<file path="config.mk">
export PLATFORM = sky130hd
export DESIGN_NAME = cpu_multicycle_core
export DESIGN_NICKNAME = d
export VERILOG_FILES = /design/src/rtl/cpu10_pkg.sv /design/src/rtl/cpu_regfile.sv /design/src/rtl/cpu_multicycle_core.sv
export SDC_FILE = /design/constraint.sdc
export NUM_CORES = 1
export LEC_CHECK = 0
export CORE_UTILIZATION = 45
export CTS_CLUSTER_DIAMETER = 200
export DETAILED_ROUTE_END_ITERATION = 16
export GPL_TIMING_DRIVEN = 0
export PLACE_DENSITY = 0.6
export SETUP_SLACK_MARGIN = 0.5
export SLEW_MARGIN = 0
export SYNTH_ARGS = -nofsm -noshare
export SYNTH_HDL_FRONTEND = slang
export SYNTH_SLANG_ARGS = --single-unit
</file>
<file path="constraint.sdc">
create_clock -name clk -period 4.5 [get_ports clk]
set_clock_uncertainty 0.05 [all_clocks]
set_input_delay 1.35 -clock clk [delete_from_list [all_inputs] [get_ports clk]]
set_output_delay 1.35 -clock clk [all_outputs]
set_load 0.01 [all_outputs]
</file>
<file path="src/rtl/cpu10_pkg.sv">
// Shared definitions for the 10-bit ISA multicycle core: opcodes, FSM states, IR field positions.
package cpu10_pkg;

    localparam int IR_W  = 10;
    localparam int OP_HI = 9;
    localparam int OP_LO = 6;
    localparam int RD_HI = 5;
    localparam int RD_LO = 3;
    localparam int RS_HI = 2;
    localparam int RS_LO = 0;

    localparam logic [3:0] OP_ADD  = 4'h0;
    localparam logic [3:0] OP_SUB  = 4'h1;
    localparam logic [3:0] OP_AND  = 4'h2;
    localparam logic [3:0] OP_OR   = 4'h3;
    localparam logic [3:0] OP_SLT  = 4'h4;
    localparam logic [3:0] OP_ADDI = 4'h5;
    localparam logic [3:0] OP_LD   = 4'h6;
    localparam logic [3:0] OP_ST   = 4'h7;
    localparam logic [3:0] OP_BEQZ = 4'h8;
    localparam logic [3:0] OP_JR   = 4'h9;
    localparam logic [3:0] OP_JAL  = 4'hA;
    localparam logic [3:0] OP_LI   = 4'hB;
    localparam logic [3:0] OP_HALT = 4'hF;

    typedef enum logic [2:0] {
        S_FETCH,
        S_EXEC,
        S_MEM,
        S_WB,
        S_HALT
    } state_t;

    function automatic logic op_is_illegal(input logic [3:0] op);
        return (op == 4'hC) || (op == 4'hD) || (op == 4'hE);
    endfunction

endpackage

</file>
<file path="src/rtl/cpu_regfile.sv">
// 8 x DATA_W register file: two asynchronous read ports, one synchronous write port, r0 reads as zero.
module cpu_regfile #(
    parameter int DATA_W = 10
) (
    input  logic              clk,
    input  logic              rst_n,
    input  logic [2:0]        ra_addr,
    output logic [DATA_W-1:0] ra_data,
    input  logic [2:0]        rb_addr,
    output logic [DATA_W-1:0] rb_data,
    input  logic              we,
    input  logic [2:0]        w_addr,
    input  logic [DATA_W-1:0] w_data
);

    logic [DATA_W-1:0] r_regs [0:7];

    always_ff @(posedge clk or negedge rst_n) begin
        if (!rst_n) begin
            for (int i = 0; i < 8; i++) begin
                r_regs[i] <= '0;
            end
        end else if (we && (w_addr != 3'd0)) begin
            r_regs[w_addr] <= w_data;
        end
    end

    assign ra_data = (ra_addr == 3'd0) ? '0 : r_regs[ra_addr];
    assign rb_data = (rb_addr == 3'd0) ? '0 : r_regs[rb_addr];

endmodule

</file>
<file path="src/rtl/cpu_multicycle_core.sv">
// Multicycle core for the 10-bit ISA with req/ready instruction and data memories.
// Define CPU_TRACE_EN to add the trace_valid/trace_pc/trace_wdata retire port.
//
// state   | meaning
// FETCH   | imem_req high, wait for imem_ready, latch IR
// EXEC    | decode, ALU, branches resolved, data access set up
// MEM     | dmem_req high, hold addr/we/wdata until dmem_ready
// WB      | one-cycle register write, PC advance
// HALT    | terminal, no requests until reset
module cpu_multicycle_core
    import cpu10_pkg::*;
#(
    parameter int          DATA_W   = 10,
    parameter int          PC_W     = 10,
    parameter int          DADDR_W  = 10,
    parameter int unsigned RESET_PC = 0
) (
    input  logic               clk,
    input  logic               reset,
    output logic               imem_req,
    output logic [PC_W-1:0]    imem_addr,
    input  logic [9:0]         imem_rdata,
    input  logic               imem_ready,
    output logic               dmem_req,
    output logic               dmem_we,
    output logic [DADDR_W-1:0] dmem_addr,
    output logic [DATA_W-1:0]  dmem_wdata,
    input  logic [DATA_W-1:0]  dmem_rdata,
    input  logic               dmem_ready,
`ifdef CPU_TRACE_EN
    output logic               trace_valid,
    output logic [PC_W-1:0]    trace_pc,
    output logic [DATA_W-1:0]  trace_wdata,
`endif
    output logic               done,
    output logic               illegal
);

    state_t              r_state;
    state_t              w_next;
    logic [PC_W-1:0]     r_pc;
    logic [PC_W-1:0]     r_npc;
    logic [IR_W-1:0]     r_ir;
    logic [2:0]          r_waddr;
    logic [DATA_W-1:0]   r_wdata;
    logic                r_dmem_we;
    logic [DADDR_W-1:0]  r_dmem_addr;
    logic [DATA_W-1:0]   r_dmem_wdata;
    logic                r_done;
    logic                r_illegal;

    logic [3:0]          w_op;
    logic [2:0]          w_rd;
    logic [2:0]          w_rs;
    logic [DATA_W-1:0]   w_a;
    logic [DATA_W-1:0]   w_b;
    logic [DATA_W-1:0]   w_imm_d;
    logic [DATA_W-1:0]   w_imm_z;
    logic [PC_W-1:0]     w_imm_p;
    logic [PC_W-1:0]     w_pc1;
    logic [PC_W-1:0]     w_a_pc;
    logic [DADDR_W-1:0]  w_b_addr;
    logic [DATA_W-1:0]   w_alu;
    logic                w_rf_we;

    assign w_op     = r_ir[OP_HI:OP_LO];
    assign w_rd     = r_ir[RD_HI:RD_LO];
    assign w_rs     = r_ir[RS_HI:RS_LO];
    assign w_imm_d  = {{(DATA_W-3){w_rs[2]}}, w_rs};
    assign w_imm_z  = {{(DATA_W-3){1'b0}}, w_rs};
    assign w_imm_p  = {{(PC_W-3){w_rs[2]}}, w_rs};
    assign w_pc1    = r_pc + PC_W'(1);
    assign w_a_pc   = PC_W'(w_a);
    assign w_b_addr = DADDR_W'(w_b);
    assign w_rf_we  = (r_state == S_WB);

    cpu_regfile #(.DATA_W(DATA_W)) u_regfile (
        .clk     (clk),
        .rst_n   (reset),
        .ra_addr (w_rd),
        .ra_data (w_a),
        .rb_addr (w_rs),
        .rb_data (w_b),
        .we      (w_rf_we),
        .w_addr  (r_waddr),
        .w_data  (r_wdata)
    );

    always_comb begin
        w_alu = '0;
        case (w_op)
            OP_ADD:  w_alu = w_a + w_b;
            OP_SUB:  w_alu = w_a - w_b;
            OP_AND:  w_alu = w_a & w_b;
            OP_OR:   w_alu = w_a | w_b;
            OP_SLT:  w_alu = {{(DATA_W-1){1'b0}}, ($signed(w_a) < $signed(w_b))};
            OP_ADDI: w_alu = w_a + w_imm_d;
            OP_LI:   w_alu = w_imm_z;
            OP_JAL:  w_alu = DATA_W'(w_pc1);
            default: w_alu = '0;
        endcase
    end

    always_ff @(posedge clk or negedge reset) begin
        if (!reset) begin
            r_state <= S_FETCH;
        end else begin
            r_state <= w_next;
        end
    end

    always_comb begin
        w_next = r_state;
        case (r_state)
            S_FETCH: if (imem_ready) w_next = S_EXEC;
            S_EXEC: begin
                case (w_op)
                    OP_LD, OP_ST:    w_next = S_MEM;
                    OP_BEQZ, OP_JR:  w_next = S_FETCH;
                    OP_HALT:         w_next = S_HALT;
                    default:         w_next = op_is_illegal(w_op) ? S_HALT : S_WB;
                endcase
            end
            S_MEM:   if (dmem_ready) w_next = r_dmem_we ? S_FETCH : S_WB;
            S_WB:    w_next = S_FETCH;
            S_HALT:  w_next = S_HALT;
            default: w_next = S_FETCH;
        endcase
    end

    // PC holds the current instruction's address until it retires; r_npc carries the successor.
    always_ff @(posedge clk or negedge reset) begin
        if (!reset) begin
            r_pc         <= PC_W'(RESET_PC);
            r_npc        <= '0;
            r_ir         <= '0;
            r_waddr      <= '0;
            r_wdata      <= '0;
            r_dmem_we    <= 1'b0;
            r_dmem_addr  <= '0;
            r_dmem_wdata <= '0;
            r_done       <= 1'b0;
            r_illegal    <= 1'b0;
        end else begin
            case (r_state)
                S_FETCH: if (imem_ready) r_ir <= imem_rdata;
                S_EXEC: begin
                    r_npc   <= w_pc1;
                    r_waddr <= w_rd;
                    r_wdata <= w_alu;
                    case (w_op)
                        OP_JAL: begin
                            r_waddr <= 3'd7;
                            r_npc   <= w_a_pc;
                        end
                        OP_LD, OP_ST: begin
                            r_dmem_addr  <= w_b_addr;
                            r_dmem_we    <= (w_op == OP_ST);
                            r_dmem_wdata <= w_a;
                        end
                        OP_BEQZ: r_pc <= (w_a == '0) ? (w_pc1 + w_imm_p) : w_pc1;
                        OP_JR:   r_pc <= w_a_pc;
                        OP_HALT: r_done <= 1'b1;
                        default: begin
                            if (op_is_illegal(w_op)) begin
                                r_done    <= 1'b1;
                                r_illegal <= 1'b1;
                            end
                        end
                    endcase
                end
                S_MEM: begin
                    if (dmem_ready) begin
                        if (r_dmem_we) begin
                            r_pc      <= r_npc;
                            r_dmem_we <= 1'b0;
                        end else begin
                            r_wdata <= dmem_rdata;
                        end
                    end
                end
                S_WB:    r_pc <= r_npc;
                default: ;
            endcase
        end
    end

    // Gating with reset drops the fetch request the moment reset asserts.
    assign imem_req   = reset && (r_state == S_FETCH);
    assign imem_addr  = r_pc;
    assign dmem_req   = (r_state == S_MEM);
    assign dmem_we    = r_dmem_we;
    assign dmem_addr  = r_dmem_addr;
    assign dmem_wdata = r_dmem_wdata;
    assign done       = r_done;
    assign illegal    = r_illegal;

`ifdef CPU_TRACE_EN
    logic w_retire;

    always_comb begin
        w_retire = 1'b0;
        case (r_state)
            S_WB:    w_retire = 1'b1;
            S_MEM:   w_retire = dmem_ready && r_dmem_we;
            S_EXEC:  w_retire = (w_op == OP_BEQZ) || (w_op == OP_JR) || (w_op == OP_HALT);
            default: w_retire = 1'b0;
        endcase
    end

    assign trace_valid = w_retire;
    assign trace_pc    = r_pc;
    assign trace_wdata = (r_state == S_WB) ? r_wdata : '0;
`endif

endmodule

</file>
==> results.sh <==
export IMPL_required_ns=3.10
export IMPL_place_detailed_hpwl_um=20700
export IMPL_grt_overflow=0
export IMPL_finalCritPeriodShare_pct=86.3
export IMPL_cts_tree="done"
export IMPL_power_total_mw=9.56
export IMPL_seqPwrFrac_pct=23.8
export IMPL_synth_seq_cells=149
export IMPL_hold_violations=0
export IMPL_ys_warn_count=0
export IMPL_clkTransAtPathRegs_ns=0.07
export IMPL_syn_nets=1013
export IMPL_grt_max_degree=47
export IMPL_synth_xor_area_share_pct=2.87
export IMPL_hp_class="reg2reg"
export IMPL_synth_edf_count=0
export IMPL_synthAdderAreaFrac_pct=6.77
export IMPL_nNetsFinal=1106
export IMPL_routabilityCongestion=0.915
export IMPL_first_global_vias=7569
export IMPL_setup_viol=0
export IMPL_synth_avg_cell_area_um2=10.0
export IMPL_irDropWorstVdd_mv=0.380
export IMPL_startpoint_type="flop"
export IMPL_vias_per_cell=5.86
export IMPL_synth_seq_area_share_pct=39.4
export IMPL_core_area_um2=20400
export IMPL_drtAntennaViolNets=0
export IMPL_grt_first_pass_wirelength_um=44700
export IMPL_yosysTopAreaCellShare_pct=39.4
export IMPL_drv_slew=0
export IMPL_cts_buffers=17
export IMPL_drtIter0Drc=534
export IMPL_synth_compound_area_share_pct=15.4
export IMPL_async_flop_share_pct=100
export IMPL_final_cell_mix="dfrtp_1, mux2_2, nand2_1"
export IMPL_port_buffers=58
export IMPL_rsz0062_at_grt="false"
export IMPL_dr_pass1_iters=6
export IMPL_totalWireLength_um=28600
export IMPL_synth_area_um2=9480
export IMPL_cp_max_fo=10
export IMPL_clk_path_buf_depth=2
export IMPL_fmax_mhz=258
export IMPL_synth_largest_area_cell="dfrtp_1"
export IMPL_cts_root_buf="clkbuf_16"
export IMPL_insertedDiodeCount=0
export IMPL_dieArea_um2=21600
export IMPL_synthSimpleGateAreaFrac_pct=11.8
export IMPL_post_route_util_pct=56.1
export IMPL_p_per_area_nw_per_um2=834
export IMPL_clockPowerShare_pct=15.9
export IMPL_critPathCaptureType="primary output"
export IMPL_route_detailed_drc=0
export IMPL_cts_htree_levels=4
export IMPL_final_common_cell="dfrtp_1"
export IMPL_status="complete, no violations"
export IMPL_cts_sinks=149
export IMPL_fp_row_count=52
export IMPL_initial_utilization_pct=46.4
export IMPL_max_cap_violations=0
export IMPL_ioPinCount=59
export IMPL_p_leak_nw=5.05
export IMPL_hold_slack_ns=0.410
export IMPL_syn_inst=943
export IMPL_dieHeight_um=147
export IMPL_layout_drive_gt1_share_pct=21.0
export IMPL_fin_crit_ns=3.88
export IMPL_grt_use_total_pct=27.6
export IMPL_pwr_share_comb_pct=60.3
export IMPL_antenna_found_initial=1
export IMPL_muxShareOfSynthArea_pct=19.4
export IMPL_intPower_mw=5.09
export IMPL_dieWidth_um=147
export IMPL_syn_to_final_growth_pct=20.9
export IMPL_synthTopCellsByArea="dfrtp_1, mux2_2, ha_1"
export IMPL_netSwitchingFraction_pct=46.7
export IMPL_clock_latency_ns=0.44
export IMPL_synth_top_family_by_area="multiplexers"
export IMPL_critPathKind="reg2out"
export IMPL_ys_types=69
export IMPL_drt_wirelength_per_cell_um=21.7
export IMPL_relSlewSlack_pct=4.24
export IMPL_dominantRegCellSynth="dfrtp_1"
export IMPL_vias=7728
export IMPL_arrival_ns=2.48
export IMPL_tightest_slew_ns=1.44
export IMPL_p_switching_mw=4.47
-- power groups by stage --
stage	logic [mW]	clock network (mW)	registers (mW)
after floorplan	3.81	0	2.17
after detailed placement	5.37	0	2.28
after CTS	5.55	1.53	2.26
after global placement	5.29	0	2.27
after global routing	6.29	1.59	2.34
final	5.77	1.52	2.28
-- synth_stat cells, types with 6 or more instances --
cell      instances
xnor2_1          22
o21ai_0          80
nor3_1           14
nand2_1          79
a221o_1          12
mux2i_1          27
nand2b_1          7
nand3_1          22
clkbuf_1         51
a211oi_1         11
mux4_2           20
dfrtp_1         149
ha_1             43
and3_1            8
inv_1            37
nor2b_1          14
nor2_1           57
xor2_1            9
a21oi_1          51
o22ai_1          10
nor3b_1           6
mux2_2           97
a221oi_1         13
a31oi_1          10
-- final timing paths --
kind | slack (ns) | startpoint | cells after the start | end
setup / recovery | 0.62 | r_state[1] | 5 | dmem_req
max in group asynchronous | 3.07 | reset | 2 | u_regfile.r_regs[49]
min in group asynchronous | 0.70 | reset | 1 | dmem_addr[3]
hold reg to reg | 0.41 | u_regfile.r_regs[77] | 1 | u_regfile.r_regs[77]
setup reg to reg | 0.68 | r_ir[0] | 15 | r_wdata[4]
hold / removal | 0.41 | u_regfile.r_regs[77] | 1 | u_regfile.r_regs[77]
-- registers in the layout, summed over array words and instances, names as in the netlist, 10 cells and up --
name / flops
imem_addr: 10
r_wdata: 10
dmem_wdata: 10
dmem_addr: 10
u_regfile.r_regs: 80
r_ir: 10
r_npc: 10
-- layer usage --
layer	vias up	track usage (%)	share of wire (%)
li1	3629	-	-
met1	3775	36.7	44
met2	263	43.6	47
met3	61	5.34	5.5
met4	0	12.5	3.3
met5	-	0	0
-- critical path, stage by stage (launching register included) --
cell             delay, ns
dfrtp_1               0.38
clkbuf_2              0.22
nand2b_1              0.19
nor2_2                0.31
clkbuf_2              0.33
clkdlybuf4s50_1       0.59
-- stage by stage --
step,setup TNS (ns),instances,worst slack [ns],area [um2]
2_1_floorplan,0,943,0.516,9480
3_3_place_gp,-648.92,1271,-4.99,10400
3_5_place_dp,-4.91,1276,-0.719,10500
4_1_cts,0,1312,0.495,11300
5_1_grt,0,1319,0.485,11500
6_report,0,1319,0.618,11500
-- logic make-up after synthesis --
group	count (synthesis)
AND/OR/NAND/NOR	235
AO/OA/AOI/OAI	230
flip-flops	149
multiplexers	146
buffers and inverters	102
adder cells (fa/ha/maj)	50
XOR/XNOR	31
-- area by class of cell --
cell class	count	area (um2)
clock inverters	15	205
plain buffers	65	354
fillers	1866	8970
clock buffers	17	425
well taps	270	338
flip-flops and latches	149	3730
inverters	37	139
repair buffers	74	806
multi-input cells	692	5460
-- repair_timing --
item | in CTS | in global routing
hold buffers | 0 | 0
endpoints found under the setup margin | 12 | 6
buffers inserted | 1 | 6
cloned | 3 | 0
pin swaps | 0 | 1
resized for setup | 42 | 22
Power figures use the tool's default switching activity.
